## src/rtl/instruction_cache_pkg.sv

```systemverilog
// Shared constants and types for the direct-mapped instruction cache.
package instruction_cache_pkg;

   typedef enum logic [1:0] {
      IDLE     = 2'd0,
      MEM_READ = 2'd1,
      UPDATE   = 2'd2
   } state_e;

   localparam int TAG_LSB    = 7;
   localparam int INDEX_LSB  = 4;
   localparam int WORD_LSB   = 2;
   localparam int BLOCK_BITS = 128;

endpackage

```

## src/rtl/instruction_cache_word_select.sv

```systemverilog
// Picks one 32-bit word out of a 128-bit block; word 0 lives in the low bits.
module instruction_cache_word_select
   import instruction_cache_pkg::*;
(
   input  logic [BLOCK_BITS-1:0] block_i,
   input  logic [1:0]            word_sel_i,
   output logic [31:0]           word_o
);

   always_comb begin
      word_o = block_i[31:0];
      case (word_sel_i)
         2'b00: word_o = block_i[31:0];
         2'b01: word_o = block_i[63:32];
         2'b10: word_o = block_i[95:64];
         2'b11: word_o = block_i[127:96];
         default: word_o = block_i[31:0];
      endcase
   end

endmodule

```

## src/rtl/instruction_cache.sv

```systemverilog
// Direct-mapped instruction cache: same-cycle hits, block refill from instruction memory on a miss.
//
// state    | meaning
// IDLE     | serving hits; a miss latches the block address and starts a fill
// MEM_READ | mem_read high, waiting for the memory to drop busywait
// UPDATE   | mem_read low for one cycle while the returned block is written
module instruction_cache
   import instruction_cache_pkg::*;
#(
   parameter int INDEX_BITS = 3,
   parameter int TAG_BITS   = 28 - INDEX_BITS,
   parameter int BLOCK_BITS = instruction_cache_pkg::BLOCK_BITS
) (
   input  logic                  clock,
   input  logic                  reset_n,
   input  logic                  cpu_read,
   input  logic [31:0]           cpu_address,
   output logic [31:0]           cpu_instruction,
   output logic                  cpu_busywait,
   output logic                  mem_read,
   output logic [27:0]           mem_address,
   input  logic [BLOCK_BITS-1:0] mem_readinst,
   input  logic                  mem_busywait
);

   localparam int LINES = 1 << INDEX_BITS;

   logic [BLOCK_BITS-1:0] data_q  [LINES];
   logic [TAG_BITS-1:0]   tag_q   [LINES];
   logic [LINES-1:0]      valid_q;

   state_e      state_q;
   logic [27:0] miss_addr_q;
   logic        mem_read_q;
   logic        first_q;

   logic [INDEX_BITS-1:0] idx;
   logic [TAG_BITS-1:0]   tag_in;
   logic [INDEX_BITS-1:0] miss_idx;
   logic [TAG_BITS-1:0]   miss_tag;
   logic [1:0]            word_sel;
   logic [31:0]           sel_word;
   logic                  hit;
   logic                  unused_byte_bits;

   assign idx              = cpu_address[INDEX_LSB +: INDEX_BITS];
   assign tag_in           = cpu_address[31 -: TAG_BITS];
   assign word_sel         = cpu_address[WORD_LSB +: 2];
   assign miss_idx         = miss_addr_q[INDEX_BITS-1:0];
   assign miss_tag         = miss_addr_q[27 -: TAG_BITS];
   assign unused_byte_bits = ^cpu_address[1:0];

   assign hit = cpu_read & valid_q[idx] & (tag_q[idx] == tag_in);

   instruction_cache_word_select u_word_select (
      .block_i    (data_q[idx]),
      .word_sel_i (word_sel),
      .word_o     (sel_word)
   );

   assign cpu_instruction = hit ? sel_word : 32'h0;
   // Gated by reset so the stall drops immediately on an asynchronous reset.
   assign cpu_busywait    = reset_n & ((state_q == IDLE) ? (cpu_read & ~hit) : 1'b1);
   assign mem_read        = mem_read_q;
   assign mem_address     = miss_addr_q;

   always_ff @(posedge clock or negedge reset_n) begin
      if (!reset_n) begin
         state_q     <= IDLE;
         miss_addr_q <= '0;
         mem_read_q  <= 1'b0;
         first_q     <= 1'b0;
         valid_q     <= '0;
      end else begin
         case (state_q)
            IDLE: begin
               if (cpu_read && !hit) begin
                  miss_addr_q <= cpu_address[31:4];
                  mem_read_q  <= 1'b1;
                  first_q     <= 1'b1;
                  state_q     <= MEM_READ;
               end
            end
            MEM_READ: begin
               // The first edge may still see a stale low busywait from the memory.
               if (first_q) begin
                  first_q <= 1'b0;
               end else if (!mem_busywait) begin
                  mem_read_q <= 1'b0;
                  state_q    <= UPDATE;
               end
            end
            UPDATE: begin
               valid_q[miss_idx] <= 1'b1;
               state_q           <= IDLE;
            end
            default: begin
               mem_read_q <= 1'b0;
               state_q    <= IDLE;
            end
         endcase
      end
   end

   always_ff @(posedge clock) begin
      if (state_q == UPDATE) begin
         data_q[miss_idx] <= mem_readinst;
         tag_q[miss_idx]  <= miss_tag;
      end
   end

endmodule

```

## config.mk

```make
export PLATFORM = sky130hd
export DESIGN_NAME = instruction_cache
export DESIGN_NICKNAME = d
export VERILOG_FILES = /design/src/rtl/instruction_cache_pkg.sv /design/src/rtl/instruction_cache_word_select.sv /design/src/rtl/instruction_cache.sv
export SDC_FILE = /design/constraint.sdc
export NUM_CORES = 1
export LEC_CHECK = 0
export CORE_ASPECT_RATIO = 1.25
export CORE_MARGIN = 4
export CORE_UTILIZATION = 40
export CTS_BUF_LIST = sky130_fd_sc_hd__clkbuf_16
export CTS_CLUSTER_DIAMETER = 200
export DETAILED_ROUTE_END_ITERATION = 12
export PLACE_DENSITY = 0.62
export SETUP_SLACK_MARGIN = 0.5
export SLEW_MARGIN = 20
export SYNTH_ARGS = -nofsm -noshare
export SYNTH_HDL_FRONTEND = slang
export SYNTH_HIERARCHICAL = 1
export SYNTH_SLANG_ARGS = --single-unit
```

## constraint.sdc

```tcl
create_clock -name clock -period 11.94 [get_ports clock]
set_input_delay 2.388 -clock clock [delete_from_list [all_inputs] [get_ports clock]]
set_output_delay 2.388 -clock clock [all_outputs]
set_load 0.005 [all_outputs]
```

* Word-level counts from Yosys, hierarchy flattened
Memories as Yosys holds them, arrays and structs flattened.
Index checks and enable logic that the tools add are counted.
** Storage, ports and cells
- Input bits :: 164
- Memories kept :: 2
- Memory bits (read-only) :: 0
- Logic and storage cells :: 54
- RAM bits :: 1224
- Latch bits :: 0
- Flip-flop bits (word level) :: 40
** Cells by class
- Multiply operators :: 0
- Multiplexer cells :: 18
- Shifts and indexed selects :: 0
- Eq/ne operators :: 9
- Bitwise gates (word level) :: 7
- Divide/modulo/power cells :: 0
- Reductions and logical operators :: 10
- Add/subtract/negate cells :: 0
- $lt $le $gt $ge :: 3
** Memories
- data_q :: words 8, bits a word 128, rd ports 1, clocked after memory_dff 0, write ports 1, RTL line instruction_cache.sv:28 : logic [BLOCK_BITS-1:0] data_q [LINES];
- tag_q :: words 8, bits a word 25, rd ports 1, clocked after memory_dff 0, write ports 1, RTL line instruction_cache.sv:29 : logic [TAG_BITS-1:0] tag_q [LINES];
** Operators by type and width (count)
- $pmux 32 s4 :: 1
- $mux 32 :: 1
- $eq 25x25->1 :: 1
- $lt 3x4->1 const B :: 2
- $mux 1 :: 8
- $or 8x8->8 :: 1
- $eq 2x2->1 const B :: 3
- $mux 2 :: 3
- $and 1x1->1 :: 4
- $eq 2x1->1 const B :: 2
- $logic_not 2->1 :: 2
- $ne 2x2->1 const B :: 2
- $pmux 2 s2 :: 1
- $reduce_and 2->1 :: 2
- $reduce_and 4->1 :: 1
- $bmux 1 s3 :: 1
- $demux 1 s3 :: 1
- $ge 3x1->1 const B :: 1
- $pmux 1 s3 :: 1
- $reduce_and 3->1 :: 1
- $logic_and 1x1->1 :: 2
- $ne 2x1->1 const B :: 1
- $not 1->1 :: 2
- $pmux 1 s2 :: 1
- 2 further kinds :: 2

* Logic depth before layout (Yosys ltp)
- Depth in word-level cells :: 8
- Depth in mapped cells :: 13
- Mapped depth without buffers :: 8

* Hierarchy
The synthesis kept the hierarchy.
** Modules (own cells, without submodules)
- instruction_cache :: cells each 2035, sequential area each 37756.2 µm², area each 48166.2 µm², times used 1
- instruction_cache_word_select :: cells each 39, sequential area each 0.0 µm², area each 814.5 µm², times used 1

* Worst setup path before layout
No wires, ideal clock.
- Path kind :: register -> register
- From :: register miss_addr_q[0], in the netlist mem_address[0]
- To :: register valid_q[0]
- Path slack :: -404 ps
- Path buffers :: 0
- Data arrival time :: 12213 ps
- Cell stages (with the launch flop) :: 4
- Cell sequence :: dfrtp_1 -> or3b_2 -> nor3_1 -> or2_2
** Between the ends
- Longest elaborated chain between the ends :: 5
- Elaborated cells on any way between the ends :: 6
- Those cells by class :: order compare: 2; mux: 2; bitwise: 1; reduce/logical: 1
** RTL lines
- from (decl) :: RTL line instruction_cache.sv:33 : logic [27:0] miss_addr_q;
- from (signal assigned) :: RTL line instruction_cache.sv:78 : miss_addr_q <= cpu_address[31:4];
- $lt 3x4->1 (not written as such) / $ge 3x1->1 (equally long branches) :: RTL line instruction_cache.sv:94 : valid_q[miss_idx] <= 1'b1;
- $logic_and 1x1->1 (not written as such) :: RTL line instruction_cache.sv:94
- $mux 1 (not written as such) :: RTL line instruction_cache.sv:94
- $demux 1 s3 (*) :: RTL line instruction_cache.sv:94
- $or 8x8->8 (no source line) (*)
- to (signal assigned) :: RTL line instruction_cache.sv:73 : valid_q <= '0;
- to (signal, indexed assignment) :: RTL line instruction_cache.sv:94
- to (decl) :: RTL line instruction_cache.sv:30 : logic [LINES-1:0] valid_q;
Mark *: on every way between the ends. The rest lies on a longest branch, timed or not.
A chain may end at the register's enable or synchronous reset.

* Final worst setup path
- From :: input cpu_address[4]
- To :: output cpu_instruction[3]
** Between the ends
- Longest elaborated chain between the ends :: 5
- Elaborated cells on any way between the ends :: 9
- Those cells by class :: eq/ne: 1; mux: 4; bitwise: 2; memory: 2
** RTL lines
- from (decl) :: RTL line instruction_cache.sv:17 : input logic [31:0] cpu_address,
- parallel branches: the longest is 4 deep, another holds $mem_v2 8x25
- $mux 32 (*) :: RTL line instruction_cache.sv:61 : assign cpu_instruction = hit ? sel_word : 32'h0;
- to (decl) :: RTL line instruction_cache.sv:18 : output logic [31:0] cpu_instruction,
Every way passes the cells marked *. The select of a mux whose other input is x is not followed.

==> impl_results.md <==
* Gate Count Post-Synth at 2074
* Fillers at 9872
* Post-synth EDFFs at 1224
* Core area at 121700 µm²
* Initial core utilization at 40.26%
* Setup bufs post-CTS at 0
* Area growth syn-to-layout at 16.64%
* # resized after CTS at 0
* Hold Path Class: flop to flop
* Slew Limit Fails at 0
* Relative slew slack at approximately a quarter
* Die Height at 399.2 µm
* Worst r2r src: mem_address[0]
* CP Launch Type: input port
* Post-Route Skew at 0.01897 ns
* Final nets at 2511
* DP Area at 53040 µm²
* Multi-input gate area at 10720 µm²
* Hold Path Origin: valid_q[4]
* First-pass GRT wire length at ~160000 µm
* Drt pass-1 iters at 5
* Maximum capacitance violations at 0
* Vias per cell at 5.403
* Worst R2R End: data_q[6][67]
* Drt wl/cell at 26.35 µm
* Final period utilization at between 70% and 80%
* Final setup viols at 0
* Die area at 128100 µm²
* # clock sinks at roughly 1300
* Largest net degree at the start of global routing at roughly 150
* RSZ-0062 raised after global routing: no
* TNS Setup at 0 ns
* GP Congestion at 0.7610
* Cell variety after synth at 42
* Seq. cell area at 37760 µm²
* Total GRT Usage at 16.72%
* Initial antenna violation count at 31
* Endpoints failing hold at 0
* Max stage delay on crit path at 0.91 ns
* Number of remaining DRC errors at 0
* Syn Area/Cell at 23.62 µm²
* Row count at approximately 140
* Slew at the pin closest to its max-slew limit at 1.137 ns
* Clock buffer count from CTS at 119
* Die W at 321.0 µm
* IO Pins at ~230
* Crit path capture type: output pin
* IR drop worst, VDD at around 0.11 mV
* Worst-path cell chain: buf_8 -> nor2b_1 -> a22oi_1 -> nand2_1 -> xor2_1 -> nand4_1 -> nor4_1 -> and4_2 -> buf_4 -> and2_1 -> clkdlybuf4s50_1
* Worst EP required at roughly 9.6 ns
* Crit path max fanout at 60
* End of the worst hold path: valid_q[4]
* Post-synthesis sequential area ratio at slightly below 80%
* Fraction of layout cells with a size suffix above 1 at 28.88%
* Cells on Worst Hold Path at 1
* Post-Route WL at between 100000 and 150000 µm
* Via count at 21930
* #FFs+latches synth at about 1300
* # port buffers at 223
* Synth async-reset ratio at 3.165%
* Maximum clock frequency at about 100 MHz
* Root buffer cell: clkbuf_16
* DP HPWL at 56150 µm
* Status: finished, final reports clean
* Cts hold-fix bufs at 0
* Clk_lat worst skew at ~0.74 ns
* DR iter-0 viols at 1815
* R2R setup slack at between 8 and 9 ns
* Syn Std Cell Area at 48980 µm²
* CP max-delay cell: and4_2
* Ys Warns at 6
* CTS max path bufs at 3
* Top_reg_cell synth: edfxtp_1
* CTS tree: built
* Leak Pwr at 18.19 nW
* R2R cell count at 4
* Worst EP arrival at 7.15 ns
* ANT nets after route at 0
* Clock transition at the registers of the reported paths at 0.06 ns
* H-tree levels at 3
* Finished Cell Area at 57130 µm²
* Worst Setup Path Type: input port to output pin
* Mapped Nets at about 2200
* PwrDens at 176.4 nW/µm²
* Vias in the first global route at 23440
* Grt total ovfl at 0
* Min cycle time layout at 9.535 ns
[synth_stat cells, types with 7 or more instances]
master	count	area share, %
edfxtp_1	1224	75
mux4_2	308	14
mux2_2	133	3.1
mux2i_1	65	1.3
dfrtp_1	40	2.0
and2_1	34	0.43
buf_2	32	0.33
clkbuf_1	30	0.23
buf_1	27	0.21
mux2_4	27	0.83
nand2_1	25	0.19
a22oi_1	24	0.37
xor2_1	17	0.30
nor2_1	10	0.077
nand4_1	9	0.11
or2_2	8	0.10
xnor2_1	7	0.13
[cell families (layout without fill, tap and decap cells)]
kind of cell	after synthesis	after routing	share of synthesized area, %
flip-flops	1264	1264	77.08
other	0	15	0
buffers and inverters	104	478	1.175
XOR/XNOR	24	24	0.4291
AND/OR/NAND/NOR	111	111	1.270
multiplexers	535	535	19.48
AO/OA/AOI/OAI	36	36	0.5594
[power by group]
group | switching [mW] | internal (mW)
Sequential | 0.176 | 5.20
Clock | 1.63 | 2.23
Combinational | 0.402 | 0.436
[layer usage]
metal	global-route usage, %	share of wire, %
met4	4.852	2.1
met3	4.229	6.6
met1	21.66	41
met2	28.15	50
met5	0	0.16
[worst max-delay path: cells and delay by family]
| kind | cells | cell delay (ns) |
|---|---|---|
| AO/OA/AOI/OAI | 1 | 0.20 |
| XOR/XNOR | 1 | 0.37 |
| buffers and inverters | 3 | 1.31 |
| AND/OR/NAND/NOR | 6 | 2.71 |
[layout make-up]
class	instances	share of cell area, %
Timing Repair Buffer	256	4.516
Tap cell	1595	3.493
Clock buffer	119	5.212
Clock inverter	103	1.864
Sequential cell	1264	66.09
Multi-Input combinational cell	706	18.76
Antenna cell	15	0.06570
[cells in the final DEF, fill, tap and decap left out, drive strengths merged, types with 2 or more instances in the layout]
cell type,count
edfxtp,1224
mux4,310
clkdlybuf4s50,217
mux2,160
clkbuf,119
mux2i,65
clkinv,51
dfrtp,40
buf,39
and2,34
inv,28
nand2,25
a22oi,24
bufinv,19
xor2,17
diode,15
nor2,10
nand4,9
or2,8
xnor2,7
nand2b,6
clkinvlp,5
nor2b,4
o21ai,4
nor3,4
a221oi,3
o22ai,2
nand3,2
[through the flow]
step                      hold slack, ns  worst slack, ns  power (mW)  instances  utilization, %
final                             0.4668            2.405       10.08       4058           46.96
after global routing              0.4886            2.241       10.45       4045           46.93
after CTS                         0.4711            2.384       10.20       4043           46.91
after detailed placement          0.4553            2.429       6.324       3821           43.59
after global placement            0.4477            2.330       6.280       3821           43.59
after floorplan                   0.4314            3.848       5.926       2074               -
[sequential cells by signal (all words and copies together) (netlist names)]
| signal | cells |
|---|---|
| data_q | 1024 |
| first_q | 1 |
| mem_address | 28 |
| mem_read | 1 |
| state_q | 2 |
| tag_q | 200 |
| valid_q | 8 |
[worst max path at each step]
stage                         startpoint            endpoint  slack, ns  cells past startpoint
after floorplan           mem_address[0]          valid_q[2]       3.85                      3
after global placement    cpu_address[4]  cpu_instruction[5]       2.33                     11
after detailed placement  cpu_address[4]  cpu_instruction[3]       2.43                     11
after CTS                 cpu_address[4]  cpu_instruction[3]       2.38                     11
after global routing      cpu_address[4]  cpu_instruction[3]       2.24                     11
final                     cpu_address[4]  cpu_instruction[3]       2.41                     11
No activity file was read; power rests on OpenSTA's default activity.
